==> config.mk <==
export PLATFORM = sky130hd
export DESIGN_NAME = instr_mem_loader
export DESIGN_NICKNAME = d
export VERILOG_FILES = /design/src/rtl/instr_mem_loader.sv
export SDC_FILE = /design/constraint.sdc
export NUM_CORES = 1
export LEC_CHECK = 0
export BUFFER_PORTS_ARGS = -buffer_cell sky130_fd_sc_hd__buf_4
export CAP_MARGIN = 20
export CORE_AREA = 4 4 101 74
export DETAILED_ROUTE_END_ITERATION = 10
export DIE_AREA = 0 0 105 78
export PLACE_DENSITY = 0.87
export SLEW_MARGIN = 10
export SYNTH_ARGS = -nofsm -noshare
export SYNTH_HDL_FRONTEND = slang
export SYNTH_SLANG_ARGS = --single-unit
export TNS_END_PERCENT = 10
==> constraint.sdc <==
create_clock -name clk -period 1.6 [get_ports clk]
set_clock_uncertainty 0.05 [all_clocks]
set_input_delay 0.32 -clock clk [delete_from_list [all_inputs] [get_ports clk]]
set_output_delay 0.32 -clock clk [all_outputs]
set_load 0.05 [all_outputs]
==> src/rtl/instr_mem_loader.sv <==
// instr_mem_loader
// Streams 32-bit instruction words from an upstream valid/ready source into
// a byte-wide instruction memory, one byte per cycle, little-endian.
//
// Parameters:
//   ADDR_W           byte-address width; memory depth is 2**ADDR_W bytes
// Ports:
//   clk              rising-edge clock
//   reset            synchronous, active-high reset
//   start_i          begin a load (only looked at while idle)
//   base_addr_i      byte address of the first byte, captured with start_i
//   word_count_i     number of words to load (0..15), captured with start_i
//   in_valid_i       upstream word available
//   in_data_i        upstream instruction word
//   in_ready_o       block accepts in_data_i this cycle
//   mem_we_o         byte-write strobe
//   mem_addr_o       byte address of the write
//   mem_wdata_o      byte to write
//   busy_o           high whenever the block is not idle
//   done_o           one-cycle completion pulse
//   words_written_o  words fully written in the current or most recent load
module instr_mem_loader #(
    parameter int ADDR_W = 5
) (
    input  logic              clk,
    input  logic              reset,
    input  logic              start_i,
    input  logic [ADDR_W-1:0] base_addr_i,
    input  logic [3:0]        word_count_i,
    input  logic              in_valid_i,
    input  logic [31:0]       in_data_i,
    output logic              in_ready_o,
    output logic              mem_we_o,
    output logic [ADDR_W-1:0] mem_addr_o,
    output logic [7:0]        mem_wdata_o,
    output logic              busy_o,
    output logic              done_o,
    output logic [3:0]        words_written_o
);

    typedef enum logic [1:0] {
        IDLE,
        LOAD,
        WRITE,
        DONE
    } state_t;

    state_t            state_q;
    logic [ADDR_W-1:0] addr_q;
    logic [1:0]        idx_q;
    logic [3:0]        remaining_q;
    logic [31:0]       word_q;
    logic [3:0]        words_written_q;

    logic              in_ready_q;
    logic              mem_we_q;
    logic [ADDR_W-1:0] mem_addr_q;
    logic [7:0]        mem_wdata_q;
    logic              busy_q;
    logic              done_q;

    logic [1:0]        idx_d;
    logic [3:0]        remaining_d;
    logic [ADDR_W-1:0] addr_d;

    assign idx_d       = idx_q + 2'd1;
    assign remaining_d = remaining_q - 4'd1;
    // Word-to-word address step; wraps silently at the top of memory.
    assign addr_d      = addr_q + ADDR_W'(4);

    // The output registers are loaded with the values belonging to the
    // state being entered, so every output lines up with the state register
    // without any combinational decode on the output path. In WRITE the
    // address and data of the next byte are prepared one cycle ahead.
    always_ff @(posedge clk) begin
        if (reset) begin
            state_q         <= IDLE;
            addr_q          <= '0;
            idx_q           <= '0;
            remaining_q     <= '0;
            word_q          <= '0;
            words_written_q <= '0;
            in_ready_q      <= 1'b0;
            mem_we_q        <= 1'b0;
            mem_addr_q      <= '0;
            mem_wdata_q     <= '0;
            busy_q          <= 1'b0;
            done_q          <= 1'b0;
        end else begin
            case (state_q)
                IDLE: begin
                    if (start_i) begin
                        addr_q          <= base_addr_i;
                        remaining_q     <= word_count_i;
                        words_written_q <= '0;
                        busy_q          <= 1'b1;
                        if (word_count_i != '0) begin
                            state_q    <= LOAD;
                            in_ready_q <= 1'b1;
                        end else begin
                            state_q <= DONE;
                            done_q  <= 1'b1;
                        end
                    end
                end
                LOAD: begin
                    if (in_valid_i) begin
                        word_q      <= in_data_i;
                        idx_q       <= '0;
                        state_q     <= WRITE;
                        in_ready_q  <= 1'b0;
                        mem_we_q    <= 1'b1;
                        mem_addr_q  <= addr_q;
                        mem_wdata_q <= in_data_i[7:0];
                    end
                end
                WRITE: begin
                    idx_q <= idx_d;
                    if (idx_q == 2'd3) begin
                        // Last byte of the word is on the bus this cycle.
                        mem_we_q        <= 1'b0;
                        addr_q          <= addr_d;
                        remaining_q     <= remaining_d;
                        words_written_q <= words_written_q + 4'd1;
                        if (remaining_d == '0) begin
                            state_q <= DONE;
                            done_q  <= 1'b1;
                        end else begin
                            state_q    <= LOAD;
                            in_ready_q <= 1'b1;
                        end
                    end else begin
                        mem_addr_q  <= addr_q + ADDR_W'(idx_d);
                        mem_wdata_q <= word_q[8*idx_d +: 8];
                    end
                end
                DONE: begin
                    state_q <= IDLE;
                    done_q  <= 1'b0;
                    busy_q  <= 1'b0;
                end
                default: begin
                    state_q <= IDLE;
                end
            endcase
        end
    end

    assign in_ready_o      = in_ready_q;
    assign mem_we_o        = mem_we_q;
    assign mem_addr_o      = mem_addr_q;
    assign mem_wdata_o     = mem_wdata_q;
    assign busy_o          = busy_q;
    assign done_o          = done_q;
    assign words_written_o = words_written_q;

endmodule

[Word-level counts from Yosys, hierarchy flattened]
Cells that the tools add are included.
W data, S select, Z words.
Word-level totals
  bits in registers: 66
  output and inout port bits: 21
  input port bits: 45
  word-level logic and storage cells: 86
Cells by class
  reduce and logical (&&, ||, !) cells: 17
  add/subtract/negate cells: 5
  shift-type cells: 1
  muxes and demuxes: 39
  eq/ne operators: 12
Operators by type and width (count)
  $shiftx A32 B6 Y8: 1
  $mux W5: 4
  $pmux W5 S2: 2
  $mux W4: 4
  $mux W8: 2
  $ne A2 B2 Y1 const B: 8
  $pmux W4 S2: 2
  $pmux W8 S2: 1
  $mux W1: 12
  $mux W2: 6
  $reduce_and A3 Y1: 4
  $pmux W2 S4: 1
  $eq A2 B2 Y1 const B: 3
  $pmux W1 S3: 2
  $reduce_and A2 Y1: 3
  $reduce_and A6 Y1: 1
  $reduce_bool A2 Y1: 3
  $reduce_bool A3 Y1: 2
  $add A5 B2 Y5: 1
  $add A5 B3 Y5 const B: 1
  $reduce_and A5 Y1: 1
  $add A4 B1 Y4 const B: 1
  $logic_not A4 Y1: 1
  $pmux W1 S2: 2
  other kinds (6): 6

[Depth between registers and ports, before layout]
Gate-level depths: netlist (run 1).
  depth after elaboration: 5
  mapped depth: 7
  depth with buffers taken out: 6

[Worst setup path before layout (run 1)]
No wires, ideal clock.
  kind: reg2reg
  from: register remaining_q[0]
  to: register done_q, in the netlist done_o
  arrival time: 1.570 ns
  data required time: 1.464 ns
  buffers on the path: 0
  clock period less this slack: 1.707 ns
  slack: -0.107 ns
  cell stages (with the launch flop): 7
  setup time: 0.086 ns
  cell sequence: dfxtp_1 inv_1 ha_1 or3b_4 o31ai_4 nand3_1 a221oi_2
Between the ends
  word-level cells in the longest chain between the ends: 4
RTL lines
  start, declared: RTL line 51  | logic [3:0] remaining_q;
  start signal, assigned: RTL line 94  | remaining_q <= word_count_i;
  start signal, assigned: RTL line 123  | remaining_q <= remaining_d;
  $sub A4 B1 Y4: RTL line 67  | assign remaining_d = remaining_q - 4'd1;
  $logic_not A4 Y1: RTL line 125  | if (remaining_d == '0) begin
  $ne A2 B2 Y1 (no line)
  $reduce_and A5 Y1 (no line)
  end signal, assigned: RTL line 88  | done_q <= 1'b0;
  end signal, assigned: RTL line 127  | done_q <= 1'b1;
  end signal, assigned: RTL line 139  | done_q <= 1'b0;
  end, declared: RTL line 60  | logic done_q;
Every way passes these cells.
A chain may end at the register's enable or synchronous reset.

[Worst setup path in the final report (run 1)]
  from: register remaining_q[1]
  to: register done_q, in the netlist done_o
Same word-level chain as after synthesis.

==> results of run 1 <==
==> worst max-delay path, stage by stage (launching register included) <==
cell and delay, ns:
dfxtp_2 0.32, inv_1 0.07, ha_1 0.17, or3b_4 0.39, o31ai_4 0.25, nand3_2 0.10
a221oi_2 0.25
==> metal layers <==
layer | part of all wire | track usage
met5 | 0 | 0
met4 | 0.013 | 0.0642
met3 | 0.060 | 0.0632
met2 | 0.49 | 0.355
met1 | 0.44 | 0.270
==> Yosys cell counts (all sizes together), types with 4 or more instances <==
| cell type | instances | area [um^2] |
|---|---|---|
| nor2 | 22 | 92.6 |
| nand2 | 96 | 360 |
| nand2b | 4 | 25.0 |
| nand3 | 7 | 35.0 |
| o21ai | 6 | 41.3 |
| buf | 20 | 141 |
| clkbuf | 9 | 33.8 |
| a211oi | 4 | 45.1 |
| a21oi | 46 | 230 |
| mux2i | 4 | 40.0 |
| a311oi | 13 | 164 |
| nor3 | 5 | 25.0 |
| dfxtp | 66 | 1320 |
| inv | 4 | 15.0 |
| mux4 | 8 | 180 |
| ha | 7 | 87.6 |
==> layout by cell type (no fill, tap or decap), types with 3 or more instances in the layout <==
master	n
ha_1	4
inv_1	3
nand3b_1	3
nand2_1	96
nor2_1	17
xnor2_1	3
nor2_2	5
a311oi_2	8
dfxtp_2	4
mux2i_1	3
a21oi_1	45
buf_4	88
a311oi_1	5
o21ai_0	4
mux4_2	8
a211oi_2	3
dfxtp_1	61
nand3_1	6
nor3_1	5
buf_12	3
nand2b_1	4
clkbuf_8	10
==> power groups by stage <==
stage | combinational, mW | clock (mW) | sequential (mW)
after CTS | 0.876 | 1.57 | 1.82
after floorplan | 0.414 | 0 | 1.99
final | 0.893 | 1.56 | 1.82
after global routing | 0.961 | 1.64 | 1.84
after global placement | 0.831 | 0 | 1.85
after detailed placement | 0.857 | 0 | 1.86
==> cell type report <==
| class | count | area (um^2) | area share |
|---|---|---|---|
| multi-input combinational | 254 | 1670 | 0.410 |
| sequential | 66 | 1330 | 0.326 |
| timing repair buffer | 93 | 743 | 0.182 |
| clock buffer | 11 | 141 | 0.0346 |
| tap | 81 | 101 | 0.0248 |
| clock inverter | 5 | 77.6 | 0.0190 |
| inverter | 4 | 15.0 | 0.00368 |
==> worst max path at each step <==
stage                         startpoint            end  slack, ns
after CTS                 remaining_q[0]         done_o      -0.10
after global placement          idx_q[0]  mem_addr_o[3]      -0.06
after floorplan           remaining_q[0]         done_o      -0.02
after detailed placement        idx_q[0]  mem_addr_o[3]      -0.12
final                     remaining_q[1]         done_o      -0.08
after global routing      remaining_q[1]         done_o      -0.17
==> through the flow <==
stage	hold WS [ns]	TNS, ns	setup slack (ns)	cell area, um^2
4_1_cts	0.154	-0.120	-0.101	4040
5_1_grt	0.159	-0.512	-0.172	4080
3_5_place_dp	0.393	-0.316	-0.123	3790
6_report	0.161	-0.121	-0.0826	4080
2_1_floorplan	0.383	-0.0457	-0.0167	3150
3_3_place_gp	0.390	-0.0742	-0.0634	3790
==> cell families (layout without fill, tap and decap cells) <==
| group | count (synthesis) | in the layout | share of synthesized area |
|---|---|---|---|
| AO/OA/AOI/OAI | 77 | 77 | 0.180 |
| XOR/XNOR | 5 | 5 | 0.0140 |
| adder cells (fa/ha/maj) | 8 | 8 | 0.0344 |
| buffers and inverters | 33 | 113 | 0.0607 |
| flip-flops | 66 | 66 | 0.422 |
| multiplexers | 14 | 14 | 0.0775 |
| AND/OR/NAND/NOR | 150 | 150 | 0.211 |
==> repair_timing <==
action                     CTS  global route
buffers inserted             0             2
setup endpoints to repair   13            55
gates resized for setup      7             9
pin swaps                    1             3
==> flip-flops by register name, summed over array words and instances (netlist names) <==
signal and flops:
addr_q 5, busy_o 1, done_o 1, idx_q 2
in_ready_o 1, mem_addr_o 5, mem_wdata_o 8, mem_we_o 1
remaining_q 4, state_q 2, word_q 32, words_written_o 4
==> impl_metrics.py, run 1 <==
metrics = {
    "final_layout": {
        "final_core_util": 0.622,
        "antenna_cells": 0,
        "drive_above_1_share": 0.360,
        "n_fill_cell": 530,
        "area_delta_synth_final_pct": 30.4,
        "nets": 481,
        "final-instance-count-excl-fill": 514,
    },
    "timing": {
        "min_period_ns": 1.68,
        "timing.slew.headroom": 0.693,
        "worst-slew-pin-transition_ns": 0.461,
        "hold_viol_final": 0,
        "period_share": 1.05,
        "rsz0062_at_grt": "yes",
        "fmax_mhz": 594,
        "setup_viol_count_final": 3,
        "report.final.slew_viol_count": 0,
        "finalWorstSetupSlack_ns": -0.0826,
    },
    "yosys": {
        "syn_nets": 406,
        "ys_warn_count": 0,
        "synth_seq_cells": 66,
        "async_flop_share": 0,
        "synth_edf_count": 0,
        "synth_seq_area_share": 0.422,
        "yosys_most_used_dff": "dfxtp_1",
        "synthCells": 353,
        "synth.avg_cell_area_um2": 8.87,
        "synth.distinct_cells": 45,
        "synth_area_mm2": 0.00313,
    },
    "power": {
        "p_leak_nw": 1.58,
        "p_int_mw": 3.04,
        "power_switching_mw": 1.24,
        "power_frac_comb": 0.209,
        "ir_worst_vdd_v": 0.000396,
        "switching_share": 0.289,
        "p_per_area_mw_per_mm2": 1050,
        "seqPwrFrac": 0.427,
        "power_mw": 4.27,
        "clkPwrFrac": 0.364,
    },
    "setup_path": {
        "path_class": "flip-flop to flip-flop",
        "reg2reg_slack_ns": -0.08,
        "cp_data_arrival_time_ns": 1.89,
        "crit_fanout": 3,
        "worst-r2r-cell-count": 6,
        "r2r-end": "done_o",
        "r2r_start": "remaining_q[1]",
        "crit_path_start_kind": "flip-flop",
        "required_ns": 1.81,
        "worst_setup_path_end_kind": "flip-flop",
    },
    "placed_design": {
        "gp_congestion": 0.803,
        "post-place-cells": 496,
        "io_buffers": 65,
        "dpl.hpwl_mm": 5.82,
    },
    "floorplan": {
        "dieArea_mm2": 0.00819,
        "die_x_um": 105,
        "initial_utilization": 0.477,
        "fp.dieH_um": 78,
        "core_area_mm2": 0.00657,
        "io_pins": 66,
        "rows": 25,
    },
    "routing": {
        "ant_nets": 0,
        "routed-via-count": 2804,
        "post_drt_via_cell_ratio": 5.46,
        "firstDrtPassIters": 5,
        "routedWlPerCell_um": 16.4,
        "drcViolationCount": 0,
        "first_iter_violations": 206,
        "drt-total-wl_mm": 8.40,
    },
    "flow_run": {
        "cap_viol_max_count": 0,
    },
    "global_routing": {
        "first_global_vias": 2820,
        "grt_antenna_before_repair": 0,
        "grt_max_degree": 36,
        "grt_pass1_wl_mm": 14.0,
        "grt_use_total": 0.214,
        "overflow": 0,
    },
    "cts": {
        "path_clk_slew_ns": 0.07,
        "root_buffer": "clkbuf_8",
        "cts.sink_count": 66,
        "clk-insertion-delay-late_ns": 0.35,
        "cts_tree": "built",
        "cts_buffer_depth": 2,
        "hold_buffers": 0,
        "numCtsBuffers": 9,
        "htreeDepth": 3,
    },
    "worst_hold_path": {
        "min_path_type": "input port to flip-flop",
        "hold_depth": 3,
        "holdCritStartpoint": "in_data_i[19]",
        "hold_end": "word_q[19]",
    },
    "run_status": {
        "outcome": "finished with violations",
        "violations": "setup timing",
    },
}
No activity file was read; power rests on OpenSTA's default activity.
==> run 2: changes to the inputs <==
--- a/config.mk
+++ b/config.mk
@@ -7,10 +7,11 @@
 export LEC_CHECK = 0
 export BUFFER_PORTS_ARGS = -buffer_cell sky130_fd_sc_hd__buf_4
 export CAP_MARGIN = 20
-export CORE_AREA = 4 4 101 74
+export CORE_AREA = 4 4 99 73
+export CTS_BUF_LIST = sky130_fd_sc_hd__clkbuf_8
 export DETAILED_ROUTE_END_ITERATION = 10
-export DIE_AREA = 0 0 105 78
-export PLACE_DENSITY = 0.87
+export DIE_AREA = 0 0 103 77
+export PLACE_DENSITY = 0.89
 export SLEW_MARGIN = 10
 export SYNTH_ARGS = -nofsm -noshare
 export SYNTH_HDL_FRONTEND = slang
==> impl_metrics.py, run 2 (synthesized netlist as in run 1, its figures left out) <==
metrics = {
    "run_status": {
        "outcome": "finished with violations",
        "violations": "setup timing",
    },
    "setup_path": {
        "cp_data_arrival_time_ns": 1.91,
        "worst_setup_path_end_kind": "flip-flop",
        "crit_chain": "inv_2 > ha_2 > or3b_4 > o31ai_4 > nand3_1 > a221oi_2",
        "required_ns": 1.81,
        "cpMaxStageDelayCell": "or3b_4",
        "path_class": "flip-flop to flip-flop",
        "max_stage_delay_ns": 0.38,
        "crit_path_start_kind": "flip-flop",
        "crit_buf_inv": 1,
        "crit_fanout": 3,
        "critical-path-top-delay-family": "simple AND/OR/NAND/NOR gates",
    },
    "routing": {
        "firstDrtPassIters": 4,
        "ant_nets": 0,
        "drt-total-wl_mm": 8.07,
        "drcViolationCount": 0,
        "post_drt_via_cell_ratio": 5.42,
        "routed-via-count": 2783,
        "routedWlPerCell_um": 15.7,
        "first_iter_violations": 186,
    },
    "cts": {
        "htreeDepth": 3,
        "cts_tree": "built",
        "clk-insertion-delay-late_ns": 0.34,
        "cts.sink_count": 66,
        "numCtsBuffers": 9,
        "path_clk_slew_ns": 0.08,
        "postCtsSetupBuffers": 0,
        "cts_buffer_depth": 2,
        "hold_buffers": 0,
        "root_buffer": "clkbuf_8",
    },
    "timing": {
        "worst-slew-pin-transition_ns": 0.342,
        "finalSetupTns_ns": -0.230,
        "finalWorstSetupSlack_ns": -0.107,
        "hold_viol_final": 0,
        "setup_viol_count_final": 4,
        "holdWs_ns": 0.172,
        "min_period_ns": 1.71,
        "rsz0062_at_grt": "yes",
        "period_share": 1.07,
        "timing.slew.headroom": 0.765,
        "fmax_mhz": 586,
        "report.final.slew_viol_count": 0,
    },
    "placed_design": {
        "post-place-cells": 497,
        "gp_congestion": 0.802,
        "dpl.hpwl_mm": 5.88,
        "dpl_cell_area_mm2": 0.00381,
        "io_buffers": 65,
        "place_ws_ns": -0.182,
    },
    "final_layout": {
        "layout_common_cells": "96 x nand2_1, 92 x buf_4, 61 x dfxtp_1",
        "final-instance-count-excl-fill": 513,
        "final_area_mm2": 0.00404,
        "drive_above_1_share": 0.361,
        "n_fill_cell": 471,
        "largest_reg_flops": 32,
        "final_common_cell": "nand2_1",
        "nets": 483,
        "antenna_cells": 0,
        "top_register": "word_q",
        "area_delta_synth_final_pct": 29.2,
    },
    "floorplan": {
        "core_area_mm2": 0.00619,
        "fp.dieH_um": 77,
        "rows": 24,
        "dieArea_mm2": 0.00793,
        "io_pins": 66,
        "die_x_um": 103,
        "initial_utilization": 0.506,
    },
    "power": {
        "ir_worst_vdd_v": 0.000504,
        "p_leak_nw": 1.56,
        "p_per_area_mw_per_mm2": 993,
    },
    "global_routing": {
        "grt_max_degree": 36,
        "grt_use_total": 0.215,
        "grt_pass1_wl_mm": 13.4,
        "first_global_vias": 2763,
        "overflow": 0,
        "grt_antenna_before_repair": 0,
    },
    "worst_hold_path": {
        "min_path_type": "input port to flip-flop",
    },
    "flow_run": {
        "cap_viol_max_count": 0,
    },
}
[run 2: power breakdown]
group          switching, mW  internal, mW
registers             0.0793          1.74
clock network          0.660         0.648
logic                  0.508         0.378
[run 2: metal layers]
layer	vias to the layer above	global-route usage	routed length [um]
met3	19	0.0762	566
li1	1372	-	-
met5	-	0	0
met1	1285	0.289	3660
met4	0	0.0673	176
met2	107	0.322	3670
[run 2: area by class of cell]
class                   instances  area [um^2]  share of cell area
clock buffers                  11          151              0.0374
clock inverters                 5         38.8             0.00959
inverters                       4         15.0             0.00371
multi-input cells             254         1660               0.411
flip-flops and latches         66         1330               0.329
well taps                      78         97.6              0.0241
repair buffers                 95          751               0.186
[run 2: final timing paths]
kind | from | endpoint | slack [ns] | cells after the start
min reg2reg | word_q[8] | word_q[8] | 0.41 | 2
max reg2reg | remaining_q[0] | done_o | -0.11 | 6
max | remaining_q[0] | done_o | -0.11 | 6
min | in_data_i[12] | word_q[12] | 0.17 | 3
[run 2: per-stage QoR]
step,utilization,power (mW)
after detailed placement,0.617,2.72
after global placement,0.617,2.69
final,0.654,4.02
after CTS,0.651,4.03
after floorplan,-,2.40
after global routing,0.654,4.21
[run 2: tightest hold or removal path, delay by kind of cell]
family,cells,cell delay [ns]
AOI/OAI and AO/OA,1,0.05
buffers and inverters,1,0.11
and+or+nand+nor,1,0.04
[run 2: repair_timing]
| item | 4_1_cts | 5_1_grt |
|---|---|---|
| endpoints found under the setup margin | 11 | 15 |
| resized for setup | 6 | 5 |
| pin swaps | 0 | 3 |
